$ cat src/rtl/sa_pkg.sv
// ----------------------------------------------------------------------------
// sa_pkg
// Shared definitions for the systolic-array result path: lane geometry, the
// result writer state encoding and the lane-narrowing function.
//
// Build option:
//   RESULT_SAT_EN  defined   -> narrow_lane saturates to signed LANE_WIDTH
//                  undefined -> narrow_lane keeps acc[LANE_WIDTH-1:0] (wraps)
// ----------------------------------------------------------------------------
package sa_pkg;

    localparam int LANES         = 3;
    localparam int LANE_WIDTH    = 8;
    localparam int ACC_WIDTH     = 16;
    localparam int RW_ADDR_WIDTH = 4;

    typedef enum logic [1:0] {
        IDLE = 2'd0,
        FILL = 2'd1,
        DONE = 2'd2
    } state_t;

`ifdef RESULT_SAT_EN
    localparam logic signed [ACC_WIDTH-1:0] LANE_MAX =
        ACC_WIDTH'((1 << (LANE_WIDTH - 1)) - 1);
    // Two's complement: ~MAX is the most negative lane value.
    localparam logic signed [ACC_WIDTH-1:0] LANE_MIN = ~LANE_MAX;
`endif

    function automatic logic [LANE_WIDTH-1:0] narrow_lane(
        input logic signed [ACC_WIDTH-1:0] acc
    );
`ifdef RESULT_SAT_EN
        if (acc > LANE_MAX)
            return LANE_MAX[LANE_WIDTH-1:0];
        else if (acc < LANE_MIN)
            return LANE_MIN[LANE_WIDTH-1:0];
        else
            return acc[LANE_WIDTH-1:0];
`else
        return acc[LANE_WIDTH-1:0];
`endif
    endfunction

endpackage

$ cat src/rtl/result_ram.sv
// ----------------------------------------------------------------------------
// result_ram
// Simple dual-port RAM holding packed result words. Contents are never
// cleared; only the registered read data resets.
//
// Ports:
//   clk    in   clock
//   rst    in   async active-high reset (read data register only)
//   we     in   write enable
//   waddr  in   write address
//   wdata  in   write data
//   raddr  in   read address
//   rdata  out  registered read data, one cycle after raddr;
//               a same-address write returns the old word
// ----------------------------------------------------------------------------
module result_ram #(
    parameter int ADDR_WIDTH = 4,
    parameter int DATA_WIDTH = 24
) (
    input  logic                  clk,
    input  logic                  rst,
    input  logic                  we,
    input  logic [ADDR_WIDTH-1:0] waddr,
    input  logic [DATA_WIDTH-1:0] wdata,
    input  logic [ADDR_WIDTH-1:0] raddr,
    output logic [DATA_WIDTH-1:0] rdata
);

    localparam int DEPTH = 1 << ADDR_WIDTH;

    logic [DATA_WIDTH-1:0] r_mem [DEPTH];

    always_ff @(posedge clk) begin
        if (we)
            r_mem[waddr] <= wdata;
    end

    // Non-blocking read of the array gives read-before-write on collisions.
    always_ff @(posedge clk or posedge rst) begin
        if (rst)
            rdata <= '0;
        else
            rdata <= r_mem[raddr];
    end

endmodule

$ cat src/rtl/result_writer.sv
// ----------------------------------------------------------------------------
// result_writer
// Write side of the systolic-array result memory. Each accepted row of LANES
// signed accumulators is narrowed per lane, packed (lane 0 in the MSBs) and
// written to consecutive RAM addresses starting at 0 for every frame.
//
// Build option: RESULT_SAT_EN selects saturating lane narrowing (see sa_pkg).
//
// Ports:
//   clk        in   clock
//   rst        in   async active-high reset
//   start      in   begin a frame (sampled in IDLE only)
//   frame_len  in   words in the frame, clamped to DEPTH
//   in_valid   in   in_data holds a row
//   in_ready   out  a row is accepted this cycle
//   in_data    in   LANES signed accumulators, lane i at [i*ACC_WIDTH +: ACC_WIDTH]
//   busy       out  frame in progress
//   done       out  one-cycle pulse after the last word of a frame
//   overflow   out  last start requested more than DEPTH words
//   wr_count   out  words written in the current or last frame
//   rd_addr    in   read address
//   rd_data    out  registered read data
//
// state | meaning
// ------+---------------------------------------------------
// IDLE  | waiting for start; zero-length start pulses done
// FILL  | accepting rows, one RAM write per beat
// DONE  | single cycle after the last write, done asserted
// ----------------------------------------------------------------------------
module result_writer
    import sa_pkg::*;
#(
    parameter int ADDR_WIDTH = RW_ADDR_WIDTH,
    parameter int DATA_WIDTH = LANES * LANE_WIDTH
) (
    input  logic                         clk,
    input  logic                         rst,
    input  logic                         start,
    input  logic [ADDR_WIDTH:0]          frame_len,
    input  logic                         in_valid,
    output logic                         in_ready,
    input  logic [LANES*ACC_WIDTH-1:0]   in_data,
    output logic                         busy,
    output logic                         done,
    output logic                         overflow,
    output logic [ADDR_WIDTH:0]          wr_count,
    input  logic [ADDR_WIDTH-1:0]        rd_addr,
    output logic [DATA_WIDTH-1:0]        rd_data
);

    localparam int                    DEPTH    = 1 << ADDR_WIDTH;
    localparam logic [ADDR_WIDTH:0]   DEPTH_W  = (ADDR_WIDTH + 1)'(DEPTH);
    localparam logic [ADDR_WIDTH:0]   CNT_ONE  = (ADDR_WIDTH + 1)'(1);
    localparam logic [ADDR_WIDTH-1:0] ADDR_ONE = ADDR_WIDTH'(1);

    state_t                  r_state;
    state_t                  w_state_nxt;
    logic                    r_fill;
    logic                    r_done;
    logic                    r_overflow;
    logic [ADDR_WIDTH:0]     r_len;
    logic [ADDR_WIDTH:0]     r_wr_count;
    logic [ADDR_WIDTH-1:0]   r_addr;

    logic                    w_fill_nxt;
    logic                    w_done_nxt;
    logic                    w_beat;
    logic                    w_last;
    logic                    w_start_zero;
    logic                    w_start_frame;
    logic [ADDR_WIDTH:0]     w_len_clamped;
    logic [DATA_WIDTH-1:0]   w_packed;

    assign w_start_zero  = (r_state == IDLE) && start && (frame_len == '0);
    assign w_start_frame = (r_state == IDLE) && start && (frame_len != '0);
    assign w_len_clamped = (frame_len > DEPTH_W) ? DEPTH_W : frame_len;

    // r_fill is only set while in FILL, so it doubles as the beat qualifier.
    assign w_beat = r_fill && in_valid;
    assign w_last = w_beat && (r_wr_count == (r_len - CNT_ONE));

    // State register; the output flags are registered from the next state.
    always_ff @(posedge clk or posedge rst) begin
        if (rst) begin
            r_state <= IDLE;
            r_fill  <= 1'b0;
            r_done  <= 1'b0;
        end else begin
            r_state <= w_state_nxt;
            r_fill  <= w_fill_nxt;
            r_done  <= w_done_nxt;
        end
    end

    always_comb begin
        w_state_nxt = r_state;
        unique case (r_state)
            IDLE:    if (w_start_frame) w_state_nxt = FILL;
            FILL:    if (w_last)        w_state_nxt = DONE;
            DONE:                       w_state_nxt = IDLE;
            default:                    w_state_nxt = IDLE;
        endcase
    end

    always_comb begin
        w_fill_nxt = (w_state_nxt == FILL);
        w_done_nxt = (w_state_nxt == DONE) || w_start_zero;
    end

    always_ff @(posedge clk or posedge rst) begin
        if (rst) begin
            r_len      <= '0;
            r_overflow <= 1'b0;
            r_wr_count <= '0;
            r_addr     <= '0;
        end else if (w_start_frame) begin
            r_len      <= w_len_clamped;
            r_overflow <= (frame_len > DEPTH_W);
            r_wr_count <= '0;
            r_addr     <= '0;
        end else if (w_start_zero) begin
            r_overflow <= 1'b0;
            r_wr_count <= '0;
        end else if (w_beat) begin
            // A full-depth frame wraps r_addr to 0 only after its last write.
            r_addr     <= r_addr + ADDR_ONE;
            r_wr_count <= r_wr_count + CNT_ONE;
        end
    end

    always_comb begin
        w_packed = '0;
        for (int i = 0; i < LANES; i++) begin
            w_packed[DATA_WIDTH-1-i*LANE_WIDTH -: LANE_WIDTH] =
                narrow_lane(in_data[i*ACC_WIDTH +: ACC_WIDTH]);
        end
    end

    result_ram #(
        .ADDR_WIDTH (ADDR_WIDTH),
        .DATA_WIDTH (DATA_WIDTH)
    ) u_ram (
        .clk   (clk),
        .rst   (rst),
        .we    (w_beat),
        .waddr (r_addr),
        .wdata (w_packed),
        .raddr (rd_addr),
        .rdata (rd_data)
    );

    assign in_ready = r_fill;
    assign busy     = r_fill;
    assign done     = r_done;
    assign overflow = r_overflow;
    assign wr_count = r_wr_count;

endmodule
$ cat config.mk
export PLATFORM = sky130hd
export DESIGN_NAME = result_writer
export DESIGN_NICKNAME = d
export VERILOG_FILES = /design/src/rtl/sa_pkg.sv /design/src/rtl/result_ram.sv /design/src/rtl/result_writer.sv
export SDC_FILE = /design/constraint.sdc
export NUM_CORES = 1
export LEC_CHECK = 0
export BUFFER_PORTS_ARGS = -buffer_cell sky130_fd_sc_hd__buf_2
export CORE_MARGIN = 2
export CORE_UTILIZATION = 45
export CTS_CLUSTER_SIZE = 14
export DETAILED_ROUTE_END_ITERATION = 8
export HOLD_SLACK_MARGIN = 0.06
export PLACE_DENSITY = 0.61
export SLEW_MARGIN = 0
export SYNTH_ARGS = -nofsm -noshare
export SYNTH_HDL_FRONTEND = slang
export SYNTH_SLANG_ARGS = --single-unit
export TNS_END_PERCENT = 5
$ cat constraint.sdc
create_clock -name clk -period 2.4 [get_ports clk]
set_input_delay 0.48 -clock clk [delete_from_list [all_inputs] [get_ports clk]]
set_output_delay 0.48 -clock clk [all_outputs]
set_load 0.05 [all_outputs]
# Word level (Yosys, flattened, before mapping)
# Memories as Yosys holds them, arrays and structs flattened. A register that Yosys moved wholly into a read port is not among the register bits.
# Cells that the tools add are included.
# op_classes
addsub	3
order_cmp	1
n_eq_ne	5
muxes	14
n_reduce_logical	13
# ops
cell	count
$mux 5	4
$mux 4	3
$add 5x1->5 const B	1
$eq 5x5->1	1
$gt 5x5->1 const B	1
$logic_and 1x1->1	5
$logic_not 5->1	1
$reduce_bool 5->1	1
$sub 5x1->5 const B	1
$add 4x1->4 const B	1
$eq 2x1->1 const B	2
$mux 1	4
$mux 2	2
$pmux 2 s2	1
$reduce_bool 2->1	2
$reduce_bool 3->1	1
$eq 2x2->1 const B	1
$logic_not 2->1	1
$ne 2x1->1 const B	1
$reduce_and 2->1	1
$logic_or 1x1->1	1
# word_totals
register_bits	19
ram_bits	384
input_bits	61
output_inout_bits	33
word_cells	44
n_memories	1
# mem_list
name	depth	width	read_ports	rd_ports_with_merged_regs	wr	line	source
u_ram.r_mem	16	24	1	1	1	result_ram.sv:31	logic [DATA_WIDTH-1:0] r_mem [DEPTH];

# Depth between registers and ports, before layout
# logic_depth
word_depth	7
ltp_mapped	6
ltp_nobuf	6

# Modules after synthesis
# A second synthesis with hierarchy kept.
# unflattened
cells_unflattened	731
hier_area_um2	16060.4
# modules_own_cells
mod	instances	cells_each	area_per_inst_um2	seq_area_each_um2
result_ram	1	637	15054.4	12131.6
result_writer	1	94	1006.0	475.5

# Worst setup path after synthesis
# No wires, ideal clock.
# synth_path
path_kind	register to register
from	reg r_fill, in the netlist busy
to	mem u_ram.r_mem[4][0], enable pin
setup_ns	0.383
arrival_time_ns	1.954
t_required_ns	2.017
slack_ns	0.063
stages_incl_launch_ff	6
path_buffers	1
period_less_slack_ns	2.337
path_cell_list	dfrtp_1 -> and2_1 -> clkbuf_1 -> nand2_1 -> nor2_1 -> and2_1
# synth_via
elab_chain_cells	3
# synth_rtl
element	line	source
start: declaration	result_writer.sv:58	logic r_fill;
start signal: assignment	result_writer.sv:90	r_fill <= w_fill_nxt;
$logic_and 1x1->1	result_writer.sv:79	assign w_beat = r_fill && in_valid;
$mux 1	result_ram.sv:34	if (we)
$mux 1 (implied by the code)	result_ram.sv:35	r_mem[waddr] <= wdata;
end: declaration	result_ram.sv:31	
# Every way passes these cells.

# Worst setup path in the final report
# layout_path
from	reg r_fill, in the netlist busy
to	mem u_ram.r_mem[9][7], enable pin
# The elaborated chain is that of the path after synthesis.

==> results.yml <==
status:
  status: "finished clean"
synth:
  yosys_warnings: 0
  synth.top_cell.area_share: 0.718
  syn_avg_cell_area_um2: 21.9
  netlist_top_cells_area: "edfxtp_1 72%, mux4_2 13%, dfrtp_1 6.7%"
  ys.flop_type: "edfxtp_1"
  syn_inst: 733
  yosysMostFrequentCell: "edfxtp_1"
  synth_cell_types: 32
  synth_top_area_cell: "edfxtp_1"
  synth_area_um2: 16100
  synth_common_cells: "384 x edfxtp_1, 96 x mux4_2, 48 x a22oi_1"
  synth-edff-count: 384
  synth_fp_nets: 800
  synth_seq_cells: 427
  ys_seq_area_frac: 0.785
  synthArstFlopShare: 0.101
global_routing:
  grt_use_total: 0.187
  grt_pass1_vias: 8048
  grt_pass1_wl_um: 49600
  overflow: 0
  antenna_found_initial: 1
  grt_start_max_net_pins: 34
place:
  placedCellCount: 1264
  dp_hpwl_um: 18700
  numPortBuffers: 69
  place.gp.congestion: 0.728
  post_dp_cell_area_um2: 17300
route:
  drt-initial-drc-count: 655
  ant_nets: 0
  wl_per_cell_um: 25.0
  vias_per_cell: 5.60
  firstDrtPassIters: 5
  route.vias.total: 7526
  drcViolationCount: 0
  wirelength_um: 33500
power:
  ir_drop_uv: 564
  total_power_mw: 18.0
  static-leakage-power_nw: 6.32
  p_per_area_nw_per_um2: 964
finish:
  fin_cells: 1344
  multi_input_area_um2: 3250
  final_util: 0.527
  final_net_count: 916
  post-route-cell-area_um2: 18700
  drive_gt1_frac: 0.300
  seq_area_um2: 12600
  syn_to_final_growth_pct: 16.1
  nFillCells: 2726
clocking:
  cts_resized: 0
  path_clk_slew_ps: 60
  post_cts_buffers: 0
  clock_latency_ps: 540
  cts_hold_buf: 1
  cts_buffers: 43
  clockBufferDepth: 3
  cts_tree: "built"
  clockRootBuffer: "clkbuf_16"
  cts-htree-levels: 2
  clock_sinks: 427
setup_path:
  critPathRequiredTime_ps: 2600
  crit_path_max_fanout: 13
  endpoint_kind: "register"
  reg2regPathDepth: 4
  startpoint_type: "register"
  critPathKind: "reg -> reg"
  worst_ep_arrival_time_ps: 2090
timing:
  fmax_ghz: 0.531
  grt_setup_unrepaired: "no"
  finalCriticalPeriod_ps: 1880
  hold_viol_final: 0
  fin_setup_tns_ps: 0
  finalMaxSlewViolations: 0
  finalSetupViolations: 0
  skew_ps: 16.7
  worstMarginPinSlew_ps: 1050
  relSlewSlack: 0.298
  finalCritPeriodShare: 0.785
hold_path:
  hold_path_class: "in -> reg"
  worstHoldPathCells: 3
die:
  initial_core_util: 0.454
  core-area_um2: 35400
  die_h_um: 193
  die-area_um2: 37200
  std_cell_rows: 69
  ios: 94
  die_w_um: 193
flow_run:
  drv_cap: 0
[cell families after synthesis]
kind of cell	synth area share
flip-flops	0.785
multiplexers	0.135
AND/OR/NAND/NOR	0.0276
AO/OA/AOI/OAI	0.0269
buffers and inverters	0.0134
XOR/XNOR	0.00802
adder cells (fa/ha/maj)	0.00467
[where the power goes]
| part | internal [mW] | total, mW | switching (mW) |
|---|---|---|---|
| logic | 0.846 | 2.34 | 1.49 |
| clock network | 3.94 | 6.56 | 2.62 |
| registers | 8.82 | 9.08 | 0.262 |
[worst paths after layout]
kind	startpoint	to	slack, ps
worst max register to register	busy$_DFF_PP0_	u_ram.r_mem[9][7]$_DFFE_PP_	520
min in group asynchronous	rst	u_ram.rdata[21]$_DFF_PP0_	360
worst min register to register	overflow$_DFFE_PP0P_	overflow$_DFFE_PP0P_	500
worst min-delay path	frame_len[1]	r_len[1]$_DFFE_PP0P_	170
worst max-delay path	busy$_DFF_PP0_	u_ram.r_mem[9][7]$_DFFE_PP_	520
max in group asynchronous	rst	u_ram.rdata[5]$_DFF_PP0_	1410
[metal layers]
| layer | part of all wire | GRT usage | vias up |
|---|---|---|---|
| li1 | - | - | 3260 |
| met1 | 0.43 | 0.253 | 4036 |
| met2 | 0.51 | 0.317 | 186 |
| met3 | 0.047 | 0.0322 | 44 |
| met4 | 0.018 | 0.0490 | 0 |
| met5 | 0 | 0 | - |
[state kept, by name (all words and copies together), names as in the netlist]
signal / cells
overflow: 1
r_addr: 4
busy: 1
r_len: 5
wr_count: 5
done: 1
r_state: 2
u_ram.r_mem: 384
u_ram.rdata: 24
[layout make-up]
| type | instances | area share |
|---|---|---|
| Multi-Input combinational cell | 264 | 0.174 |
| Clock inverter | 25 | 0.0126 |
| Inverter | 5 | 0.00101 |
| Timing Repair Buffer | 108 | 0.0435 |
| Tap cell | 461 | 0.0309 |
| Antenna cell | 1 | 0.000134 |
| Sequential cell | 427 | 0.676 |
| Clock buffer | 53 | 0.0620 |
[critical path, stage by stage, from the launching register on]
cell and delay (ps):
dfrtp_1 360, nand2_1 170, nor3b_1 450, and2_1 240, buf_4 320
[stage by stage]
step	worst slack (ps)	hold WS, ps
2_1_floorplan	63.1	485
3_3_place_gp	202	355
3_5_place_dp	196	356
4_1_cts	509	156
5_1_grt	422	175
6_report	516	174
[placed cells by master, fill, tap and decap left out, drive strengths merged, types with 2 or more instances in the layout]
cell type and instances:
and2 18, edfxtp 384, nor2 14, xnor2 6, clkinv 19, a22o 4, xor2 6, o21ai 3
nand3 6, nor2b 2, nand4 2, dfrtp 43, clkbuf 53, buf 107, mux4 96, ha 6
nand2 37, bufinv 5, inv 5, nor3b 3, a22oi 48, nor3 4
(Power assumes the default switching activity.)
